**src/rtl/exp6_unidade_controle_pkg.sv**
```systemverilog
// Shared state encoding for the exp6 memory-game control unit.
// Codes are visible on db_estado and reused by the top-level state display.
package exp6_unidade_controle_pkg;

  typedef enum logic [3:0] {
    StInicial      = 4'h0,
    StPrepara      = 4'h1,
    StIniciaRodada = 4'h2,
    StMostra       = 4'h3,
    StApaga        = 4'h4,
    StEspera       = 4'h5,
    StRegistra     = 4'h6,
    StCompara      = 4'h7,
    StProxima      = 4'h8,
    StFimRodada    = 4'h9,
    StProxRodada   = 4'hA,
    StFimAcerto    = 4'hB,
    StFimErro      = 4'hC,
    StFimTimeout   = 4'hD
  } estado_e;

endpackage

```
**src/rtl/exp6_unidade_controle_contador_m.sv**
```systemverilog
// Modulo-M counter used to time how long the round's new element stays lit.
// Holds at the terminal count instead of wrapping; the FSM leaves MOSTRA there anyway.
module exp6_unidade_controle_contador_m #(
  parameter int unsigned M = 500
) (
  input  logic clock,
  input  logic reset,
  input  logic zera_s,
  input  logic conta,
  output logic fim
);

  localparam int unsigned W = (M > 1) ? $clog2(M) : 1;
  localparam logic [W-1:0] Last = W'(M - 1);

  logic [W-1:0] cnt_q, cnt_d;

  always_comb begin
    cnt_d = cnt_q;
    if (zera_s) begin
      cnt_d = '0;
    end else if (conta && (cnt_q != Last)) begin
      cnt_d = cnt_q + W'(1);
    end
  end

  always_ff @(posedge clock) begin
    if (!reset) begin
      cnt_q <= '0;
    end else begin
      cnt_q <= cnt_d;
    end
  end

  assign fim = (cnt_q == Last);

endmodule

```
**src/rtl/exp6_unidade_controle.sv**
```systemverilog
// Moore FSM sequencing the exp6 memory-game datapath: show element, collect plays, judge.
// All outputs decode from the state register only.
module exp6_unidade_controle
  import exp6_unidade_controle_pkg::*;
#(
  parameter int unsigned LED_CYCLES = 500
) (
  input  logic       clock,
  input  logic       reset,
  input  logic       iniciar,
  input  logic       jogada_feita,
  input  logic       jogada_correta,
  input  logic       enderecoIgualRodada,
  input  logic       fimL,
  input  logic       timeout,
  output logic       zeraCR,
  output logic       zeraE,
  output logic       contaCR,
  output logic       contaE,
  output logic       limpaRC,
  output logic       registraRC,
  output logic       zeraLeds,
  output logic       registraLeds,
  output logic       led_selector,
  output logic       contaT,
  output logic       pronto,
  output logic       acertou,
  output logic       errou,
  output logic       deu_timeout,
  output logic [3:0] db_estado
);

  estado_e state_q, state_d;
  logic    fim_mostra;

  exp6_unidade_controle_contador_m #(
    .M (LED_CYCLES)
  ) contador_m (
    .clock  (clock),
    .reset  (reset),
    .zera_s (state_q == StIniciaRodada),
    .conta  (state_q == StMostra),
    .fim    (fim_mostra)
  );

  always_ff @(posedge clock) begin
    if (!reset) begin
      state_q <= StInicial;
    end else begin
      state_q <= state_d;
    end
  end

  always_comb begin
    state_d = state_q;
    case (state_q)
      StInicial:      if (iniciar) state_d = StPrepara;
      StPrepara:      state_d = StIniciaRodada;
      StIniciaRodada: state_d = StMostra;
      StMostra:       if (fim_mostra) state_d = StApaga;
      StApaga:        state_d = StEspera;
      // A play pulse wins over a simultaneous timeout.
      StEspera: begin
        if (jogada_feita)  state_d = StRegistra;
        else if (timeout)  state_d = StFimTimeout;
      end
      StRegistra:     state_d = StCompara;
      StCompara: begin
        if (!jogada_correta)          state_d = StFimErro;
        else if (enderecoIgualRodada) state_d = StFimRodada;
        else                          state_d = StProxima;
      end
      StProxima:      state_d = StEspera;
      StFimRodada:    state_d = fimL ? StFimAcerto : StProxRodada;
      StProxRodada:   state_d = StIniciaRodada;
      StFimAcerto, StFimErro, StFimTimeout: if (iniciar) state_d = StPrepara;
      default:        state_d = StInicial;
    endcase
  end

  always_comb begin
    zeraCR       = 1'b0;
    zeraE        = 1'b0;
    contaCR      = 1'b0;
    contaE       = 1'b0;
    limpaRC      = 1'b0;
    registraRC   = 1'b0;
    zeraLeds     = 1'b0;
    registraLeds = 1'b0;
    led_selector = 1'b0;
    contaT       = 1'b0;
    pronto       = 1'b0;
    acertou      = 1'b0;
    errou        = 1'b0;
    deu_timeout  = 1'b0;
    case (state_q)
      StPrepara: begin
        zeraCR   = 1'b1;
        zeraE    = 1'b1;
        limpaRC  = 1'b1;
        zeraLeds = 1'b1;
      end
      StIniciaRodada: begin
        zeraE        = 1'b1;
        limpaRC      = 1'b1;
        registraLeds = 1'b1;
        led_selector = 1'b1;
      end
      StApaga:      zeraLeds   = 1'b1;
      StEspera:     contaT     = 1'b1;
      StRegistra:   registraRC = 1'b1;
      StProxima:    contaE     = 1'b1;
      StProxRodada: contaCR    = 1'b1;
      StFimAcerto: begin
        pronto  = 1'b1;
        acertou = 1'b1;
      end
      StFimErro: begin
        pronto = 1'b1;
        errou  = 1'b1;
      end
      StFimTimeout: begin
        pronto      = 1'b1;
        errou       = 1'b1;
        deu_timeout = 1'b1;
      end
      default: ;
    endcase
  end

  assign db_estado = state_q;

endmodule

```
**config.mk**
```make
export PLATFORM = sky130hd
export DESIGN_NAME = exp6_unidade_controle
export DESIGN_NICKNAME = d
export VERILOG_FILES = /design/src/rtl/exp6_unidade_controle_pkg.sv /design/src/rtl/exp6_unidade_controle_contador_m.sv /design/src/rtl/exp6_unidade_controle.sv
export SDC_FILE = /design/constraint.sdc
export NUM_CORES = 1
export LEC_CHECK = 0
export ABC_AREA = 1
export CAP_MARGIN = 20
export CORE_ASPECT_RATIO = 0.9
export CORE_MARGIN = 2
export CORE_UTILIZATION = 45
export CTS_BUF_LIST = sky130_fd_sc_hd__clkbuf_4
export CTS_CLUSTER_DIAMETER = 80
export DETAILED_ROUTE_END_ITERATION = 10
export PLACE_DENSITY = 0.87
export SLEW_MARGIN = 10
export SYNTH_ARGS = -nofsm -noshare
export SYNTH_HDL_FRONTEND = slang
export SYNTH_SLANG_ARGS = --single-unit
```
**constraint.sdc**
```tcl
create_clock -name clock -period 1.3 [get_ports clock]
set_input_delay 0.195 -clock clock [delete_from_list [all_inputs] [get_ports clock]]
set_output_delay 0.195 -clock clock [all_outputs]
set_load 0.05 [all_outputs]
```
==> results of run 1 <==
-- through the flow --
stage / area, um^2 / setup slack (ps) / setup TNS, ps / hold WS [ps]
after floorplan: 1099 / -210.9 / -2053 / 387.2
after global placement: 1705 / -68.00 / -242.7 / 463.2
after detailed placement: 1705 / -164.5 / -788.3 / 482.6
after CTS: 1946 / -207.9 / -2796 / 499.5
-- Yosys cell counts (2+ instances only) --
cell | instances | area (um^2)
o21ai_1 | 2 | 10.01
nor2_1 | 26 | 97.59
inv_2 | 2 | 7.510
nand3_1 | 5 | 25.02
dfxtp_1 | 13 | 260.3
inv_1 | 23 | 86.33
o21ai_0 | 3 | 15.01
a21oi_1 | 14 | 70.07
nand2_1 | 50 | 187.7
xnor2_1 | 3 | 26.28
buf_4 | 2 | 15.01
nand2_2 | 7 | 43.79
nor2_2 | 7 | 43.79
-- logic make-up after synthesis --
family	count (synthesis)	synth area share [%]
and+or+nand+nor	102	46.37
xor gates and xnor gates	3	2.676
buffers and inverters	28	12.23
adders and majority gates	1	1.274
DFF	13	26.50
AOI/OAI and AO/OA	21	10.96
-- repair_timing --
item	in CTS
resized for setup	42
endpoints found under the hold margin	0
pin swaps	12
endpoints found under the setup margin	23
setup buffers	9
==> metrics.md, run 1 <==
| Metric | Value |
|---|---|
| Count of distinct cell types in the synthesized netlist | 24 |
| Worst endpoint after global-route timing repair | zeraLeds |
| Synthesized net count | 177 |
| Floorplan row count | 16 |
| Port bufs | 25 |
| Pin category terminating the worst setup path after the last repair | primary output |
| Post-synthesis cell count | 168 |
| Cell Count Post-Placement | 240 |
| Synthesis-stage register bit count | 13 |
| Outcome | aborted with a tool error |
| Die span in y | 48.32 um |
| Inserted Clock Buffers | 3 |
| Clk root buf | clkbuf_4 |
| Starting density of the core | 46.29% |
| Number of enable-type register cells in the synthesized netlist | 0 |
| Sink count of the clock tree | 13 |
| Total number of yosys warnings | 0 |
| Synth Cell Area | 982.2 um^2 |
| Commonest register cell after synthesis | dfxtp_1 |
| Bufs on Longest Clock Path | 2 |
| Final HPWL DP | 2.740 mm |
| Largest net degree at the start of global routing | 9 |
| Number of I/O pins | 26 |
| Tool error message | [ERROR DPL-0038] Utilization greater than 100%, impossible to legalize |
| Count of H-tree levels built during CTS | 1 |
| Share of the yosys chip area belonging to registers | 26.50% |
| Halt point of the flow | 5_1_grt |
| Async set-reset flop share out of synthesis | 0% |
| Gp weighted congestion | 0.9129 |
| Average cell area after synthesis | 5.846 um^2 |
| Width of the die | 53.25 um |
| CTS hold repair buffers | 0 |
==> run 2, diff against run 1 <==
--- a/config.mk
+++ b/config.mk
@@ -7,13 +7,10 @@
 export LEC_CHECK = 0
 export ABC_AREA = 1
 export CAP_MARGIN = 20
-export CORE_ASPECT_RATIO = 0.9
-export CORE_MARGIN = 2
-export CORE_UTILIZATION = 45
-export CTS_BUF_LIST = sky130_fd_sc_hd__clkbuf_4
-export CTS_CLUSTER_DIAMETER = 80
+export CORE_AREA = 2 2 63 65
 export DETAILED_ROUTE_END_ITERATION = 10
-export PLACE_DENSITY = 0.87
+export DIE_AREA = 0 0 65 67
+export PLACE_DENSITY_LB_ADDON = 0.15
 export SLEW_MARGIN = 10
 export SYNTH_ARGS = -nofsm -noshare
 export SYNTH_HDL_FRONTEND = slang
==> constraint.sdc (replaced) <==
create_clock -name clock -period 1.69 [get_ports clock]
set_input_delay 0.2535 -clock clock [delete_from_list [all_inputs] [get_ports clock]]
set_output_delay 0.2535 -clock clock [all_outputs]
set_load 0.05 [all_outputs]
==> metrics.md, run 2 <==
| Metric | Value |
|---|---|
| Drt first-iter violations | 49 |
| Commonest register cell after synthesis | dfxtp_1 |
| Number of setup violations in the final report | 0 |
| Hold Fails Final Rpt | 0 |
| Register with the highest flop count | contador_m.cnt_q |
| Number of antenna cells inserted | 0 |
| Transition time of the tightest slew-check pin | 268.4 ps |
| Hold WS | 489.0 ps |
| Data arrival, critical path | 1360 ps |
| Sink count of the clock tree | 13 |
| Inserted Clock Buffers | 3 |
| Most instantiated library cell after synthesis | nand2_1 |
| Element type at the critical path start | flop |
| Instance count along the most critical hold path | 2 |
| Floorplan row count | 22 |
| Number of max-cap violations | 0 |
| Utilization of the core after routing | 42.02% |
| Total number of yosys warnings | 0 |
| Post-synthesis cell count | 168 |
| Flip-flop count of the largest register, all copies and words added | 9 |
| Clock tree from TritonCTS | built |
| Synth Cell Area | 982.2 um^2 |
| Final instance area | 1515 um^2 |
| Width of the die | 65 um |
| Via/cell ratio | 4.391 |
| Final net count | 205 |
| Clock Skews | 7.598 ps |
| Synthesis-stage register bit count | 13 |
| Wire length per cell | 10.24 um |
| Leading cell types in the layout, fill and taps excluded | nand2_1 (48), inv_1 (23), nor2_1 (20), buf_12 (14), a21oi_1 (13) |
| Area leader, netlist | dfxtp_1 |
| Starting density of the core | 27.24% |
| Fmax | 618.6 MHz |
| Count of distinct cell types in the synthesized netlist | 24 |
| Gp weighted congestion | 0.8665 |
| Max-slew headroom at the worst pin | 82.04% |
| Synthesized net count | 177 |
| Final slew viol count | 0 |
| Hold worst-path end | contador_m.cnt_q[0] |
| Cell types with the largest area share after synthesis | dfxtp_1 (26%), nand2_1 (19%), nor2_1 (9.9%) |
| Destination of the worst register-to-register timing path | db_estado[2] |
| Port bufs | 25 |
| Number of I/O pins | 26 |
| FF-to-FF setup slack | 210 ps |
| Setup crit end kind | primary output |
| Post-detailed-route DRC marker count | 0 |
| Crit path kind | flop to primary output |
| Startpoint of the tightest hold check path | contador_m.cnt_q[0] |
| Post-Route WL | 2.488 mm |
| Leakage Power | 0.6439 nW |
| Clock latency at the later pin of the worst-skew pair | 250 ps |
| Fraction of layout cells with a size suffix above 1 | 28.72% |
| Final worst path period share | 95.65% |
| Reg2Reg Launch Point | contador_m.cnt_q[1] |
| Share of the yosys chip area belonging to registers | 26.50% |
| Top fanout value on the critical path | 7 |
| Pwr per Cell Area | 1438 nW/um^2 |
| Proportion of netlist area held by the largest area contributor | 26.50% |
| Remaining global-route overflow | 0 |
| Pre-antenna DRT Iters | 4 |
| Die span in y | 67 um |
| Average cell area after synthesis | 5.846 um^2 |
| Clk root buf | clkbuf_8 |
| Via count of the first global-routing pass | 1,023 |
| Initial antenna violation count | 0 |
| Shortest period the worst path allows | 1616 ps |
| Endpoint required time on the critical path | 1440 ps |
| Bufs on Longest Clock Path | 2 |
| Outcome | complete, no violations |
| R2R cell count | 8 |
| Setup repair after global routing missed its margin | yes |
| Largest net degree at the start of global routing | 13 |
| Global-route wire length before repair | 4.284 mm |
| Async set-reset flop share out of synthesis | 0% |
| Vias after detailed routing | 1,067 |
| Peak supply drop | 0.0004862 V |
| Final total negative setup slack | 0 ps |
| Number of enable-type register cells in the synthesized netlist | 0 |
| Most frequent standard cell in the layout excluding fill and tap cells | nand2_1 |
| Worst min path class | flop to flop |
| Most frequent cells after synthesis | nand2_1 (50), nor2_1 (26), inv_1 (23) |
| Total Die Area | 4355 um^2 |
| P&R area growth vs syn | 54.27% |
| Non-filler cells, final | 243 |
| Overall track demand over capacity in global routing | 12.50% |
| Remaining number of nets flagged by the antenna check after routing | 0 |
| Final HPWL DP | 2.143 mm |
| CTS hold repair buffers | 0 |
| Clock input transition at the sequential cells of the worst setup and hold paths | 60 ps |
| Count of H-tree levels built during CTS | 1 |
| Cell area after placement | 1466 um^2 |
| Cell Count Post-Placement | 239 |
| Total core area | 3606 um^2 |
-- run 2: cell counts after synthesis --
Identical to the previous run, type by type.
-- run 2: final cells by class --
class	count	area, um^2
Tap cell	48	60.06
Inverter	25	93.84
Timing Repair Buffer	26	387.9
Clock buffer	3	41.29
Sequential cell	13	267.8
Clock inverter	1	5.005
Multi-Input combinational cell	127	659.4
Fill cell	369	2091
-- run 2: per-layer routing --
| layer | vias to the layer above | GRT usage (%) | wire length (um) |
|---|---|---|---|
| met5 | - | 0 | 0 |
| met1 | 466 | 14.14 | 1056 |
| met3 | 4 | 2.196 | 123 |
| met2 | 28 | 23.07 | 1252 |
| li1 | 569 | - | - |
| met4 | 0 | 5.053 | 55 |
-- run 2: cells by family (layout without fill, tap and decap cells) --
| kind of cell | after synthesis | count (layout) | synth area share, % |
|---|---|---|---|
| simple gates | 102 | 102 | 46.37 |
| buf+inv | 28 | 55 | 12.23 |
| compound gates | 21 | 21 | 10.96 |
| flops | 13 | 13 | 26.50 |
| xor+xnor | 3 | 3 | 2.676 |
| fa+ha+maj | 1 | 1 | 1.274 |
-- run 2: per-stage QoR --
step	setup WS, ps	power (W)
4_1_cts	2.920	0.002197
3_5_place_dp	169.3	0.001921
6_report	73.52	0.002179
3_3_place_gp	182.4	0.001916
5_1_grt	-9.673	0.002314
2_1_floorplan	-11.90	0.001373
-- run 2: how the worst max path moves through the flow --
stage                            start      endpoint  slack [ps]  cells after the start
after detailed placement  jogada_feita  db_estado[1]         170                      8
final                     db_estado[1]        pronto          70                      6
after global routing      db_estado[1]        pronto         -10                      6
after floorplan           db_estado[1]         zeraE         -10                      5
after global placement    jogada_feita  db_estado[0]         180                      8
after CTS                 db_estado[0]      zeraLeds           3                      4
-- run 2: power by group --
group / switching (W) / internal (W) / total [W]
clock network: 0.000109 / 0.000163 / 0.000271
registers: 0.0000629 / 0.000352 / 0.000415
logic: 0.000914 / 0.000579 / 0.00149
total: 0.00109 / 0.00109 / 0.00218
-- run 2: repair_timing --
item,4_1_cts,5_1_grt
setup endpoints to repair,0,3
resized for setup,0,1
setup buffers,0,0
-- run 2: critical path, cell delays in order (launching register included) --
cell     delay, ps
dfxtp_4        380
inv_1           70
nand2_2        210
nor2_4          80
nor2_2         140
nand2_2         80
buf_12         150
Note: power is estimated with default switching activity, not from simulation.
==> run 3, diff against run 2 <==
--- a/config.mk
+++ b/config.mk
@@ -6,10 +6,9 @@
 export NUM_CORES = 1
 export LEC_CHECK = 0
 export ABC_AREA = 1
-export CAP_MARGIN = 20
-export CORE_AREA = 2 2 63 65
+export CORE_MARGIN = 2
+export CORE_UTILIZATION = 25
 export DETAILED_ROUTE_END_ITERATION = 10
-export DIE_AREA = 0 0 65 67
 export PLACE_DENSITY_LB_ADDON = 0.15
 export SLEW_MARGIN = 10
 export SYNTH_ARGS = -nofsm -noshare
==> metrics.md, run 3 (synthesis gave the netlist of run 2 again) <==
| Metric | Value |
|---|---|
| Instance count along the most critical hold path | 2 |
| Clk root buf | clkbuf_8 |
| Crit path kind | flop to primary output |
| Count of H-tree levels built during CTS | 1 |
| Post-detailed-route DRC marker count | 0 |
| Remaining number of nets flagged by the antenna check after routing | 0 |
| Clock tree from TritonCTS | built |
| Final slew viol count | 0 |
| Number of setup violations in the final report | 0 |
| Cell Count Post-Placement | 238 |
| Setup crit end kind | primary output |
| Final net count | 204 |
| Number of antenna cells inserted | 0 |
| Max stage delay cell, worst path | dfxtp_4 |
| Register with the highest flop count | contador_m.cnt_q |
| Number of max-cap violations | 0 |
| Sink count of the clock tree | 13 |
| Data arrival, critical path | 1360 ps |
| Overall track demand over capacity in global routing | 12.80% |
| Post-Route WL | 2.576 mm |
| Via count of the first global-routing pass | 1,024 |
| Width of the die | 66.68 um |
| Cell-by-cell trace of the critical path | inv_1 -> nand2_2 -> nor2_4 -> nor2_2 -> nand2_2 -> buf_12 |
| Via/cell ratio | 4.450 |
| Initial antenna violation count | 0 |
| Worst min path class | flop to flop |
| Fill cells | 420 |
| Final HPWL DP | 2.171 mm |
| Remaining global-route overflow | 0 |
| Hold WS | 485.6 ps |
| Critical path's largest stage delay | 380 ps |
| Fraction of layout cells with a size suffix above 1 | 28.87% |
| Pwr per Cell Area | 1447 nW/um^2 |
| Clock latency at the later pin of the worst-skew pair | 250 ps |
| Number of I/O pins | 26 |
| Flip-flop count of the largest register, all copies and words added | 9 |
| Wire length per cell | 10.64 um |
| Outcome | complete, no violations |
| P&R area growth vs syn | 53.89% |
| Gp weighted congestion | 0.8062 |
| Vias after detailed routing | 1,077 |
| Peak supply drop | 0.0004096 V |
| Clock Skews | 2.904 ps |
| Bufs on Longest Clock Path | 2 |
| Pre-antenna DRT Iters | 4 |
| Final worst path period share | 95.69% |
| Leakage Power | 0.6359 nW |
| Die span in y | 66.68 um |
| CTS hold repair buffers | 0 |
| Final instance area | 1511 um^2 |
| Cell area after placement | 1459 um^2 |
| CP most frequent cell | nand2_2 |
| Worst Slack Setup Final | 72.82 ps |
| Non-filler cells, final | 242 |
| Starting density of the core | 26.43% |
| Total Die Area | 4446 um^2 |
| FF-to-FF setup slack | 210 ps |
| Global-route wire length before repair | 4.360 mm |
| Utilization of the core after routing | 40.67% |
| Clock input transition at the sequential cells of the worst setup and hold paths | 60 ps |
| Largest net degree at the start of global routing | 13 |
| Shortest period the worst path allows | 1617 ps |
| Transition time of the tightest slew-check pin | 292.7 ps |
| Fmax | 618.4 MHz |
| Max-slew headroom at the worst pin | 80.42% |
| Drt first-iter violations | 38 |
| Worst slack, placed | 202.6 ps |
| Endpoint required time on the critical path | 1440 ps |
| R2R cell count | 8 |
| Floorplan row count | 22 |
| Inserted Clock Buffers | 3 |
| Element type at the critical path start | flop |
| Top fanout value on the critical path | 7 |
| Hold Fails Final Rpt | 0 |
| Port bufs | 25 |
| Most frequent standard cell in the layout excluding fill and tap cells | nand2_1 |
| Total core area | 3716 um^2 |
| Leading cell types in the layout, fill and taps excluded | nand2_1 (48), inv_1 (22), nor2_1 (19), buf_12 (14), a21oi_1 (13) |
## run 3: cell types whose count changed in the layout (fill, tap and decap cells not counted), sizes merged
cell	delta
clkinv	-1
clkbuf	+1
buf	-1
## run 3: cell type report
| type | instances | area [um^2] | area share [%] |
|---|---|---|---|
| timing repair buffer | 25 | 380.4 | 25.17 |
| multi-input combinational | 127 | 661.9 | 43.79 |
| sequential | 13 | 270.3 | 17.88 |
| clock buffer | 4 | 45.04 | 2.980 |
| inverter | 25 | 93.84 | 6.209 |
| tap | 48 | 60.06 | 3.974 |
## run 3: through the flow
stage	setup TNS [ps]	power (W)
finish	0	0.002188
detailed placement	0	0.001901
floorplan	-11.90	0.001373
global placement	0	0.001901
global route	-0.3113	0.002326
CTS	0	0.002205
## run 3: power breakdown
part | internal [W] | switching [W] | leakage [nW]
clock network | 0.000167 | 0.000120 | 0.0228
logic | 0.000569 | 0.000911 | 0.506
registers | 0.000353 | 0.0000670 | 0.107
total | 0.00109 | 0.00110 | 0.636
## run 3: per-layer routing
metal / share of wire (%) / vias to the layer above / GRT usage (%)
met1: 46 / 484 / 15.09
met3: 5.8 / 4 / 3.041
met2: 46 / 22 / 21.38
li1: - / 567 / -
met5: 0 / - / 0
met4: 1.7 / 0 / 6.633
## run 3: what timing repair did
action	CTS	global route
cloned	0	0
pin swaps	0	0
endpoints found under the hold margin	0	0
endpoints found under the setup margin	1	6
setup buffers	0	0
gates resized for setup	1	3
## run 3: worst paths after layout
| kind | start | end |
|---|---|---|
| worst min register to register | contador_m.cnt_q[5] | contador_m.cnt_q[5] |
| worst max register to register | contador_m.cnt_q[1] | db_estado[3] |
| worst min-delay path | contador_m.cnt_q[5] | contador_m.cnt_q[5] |
| worst max-delay path | db_estado[1] | pronto |
## run 3: worst max-delay path: cells and delay by family, from the launching register on
family	cells	cell delay (ps)
flops	1	380
simple gates	4	500
buf+inv	2	230
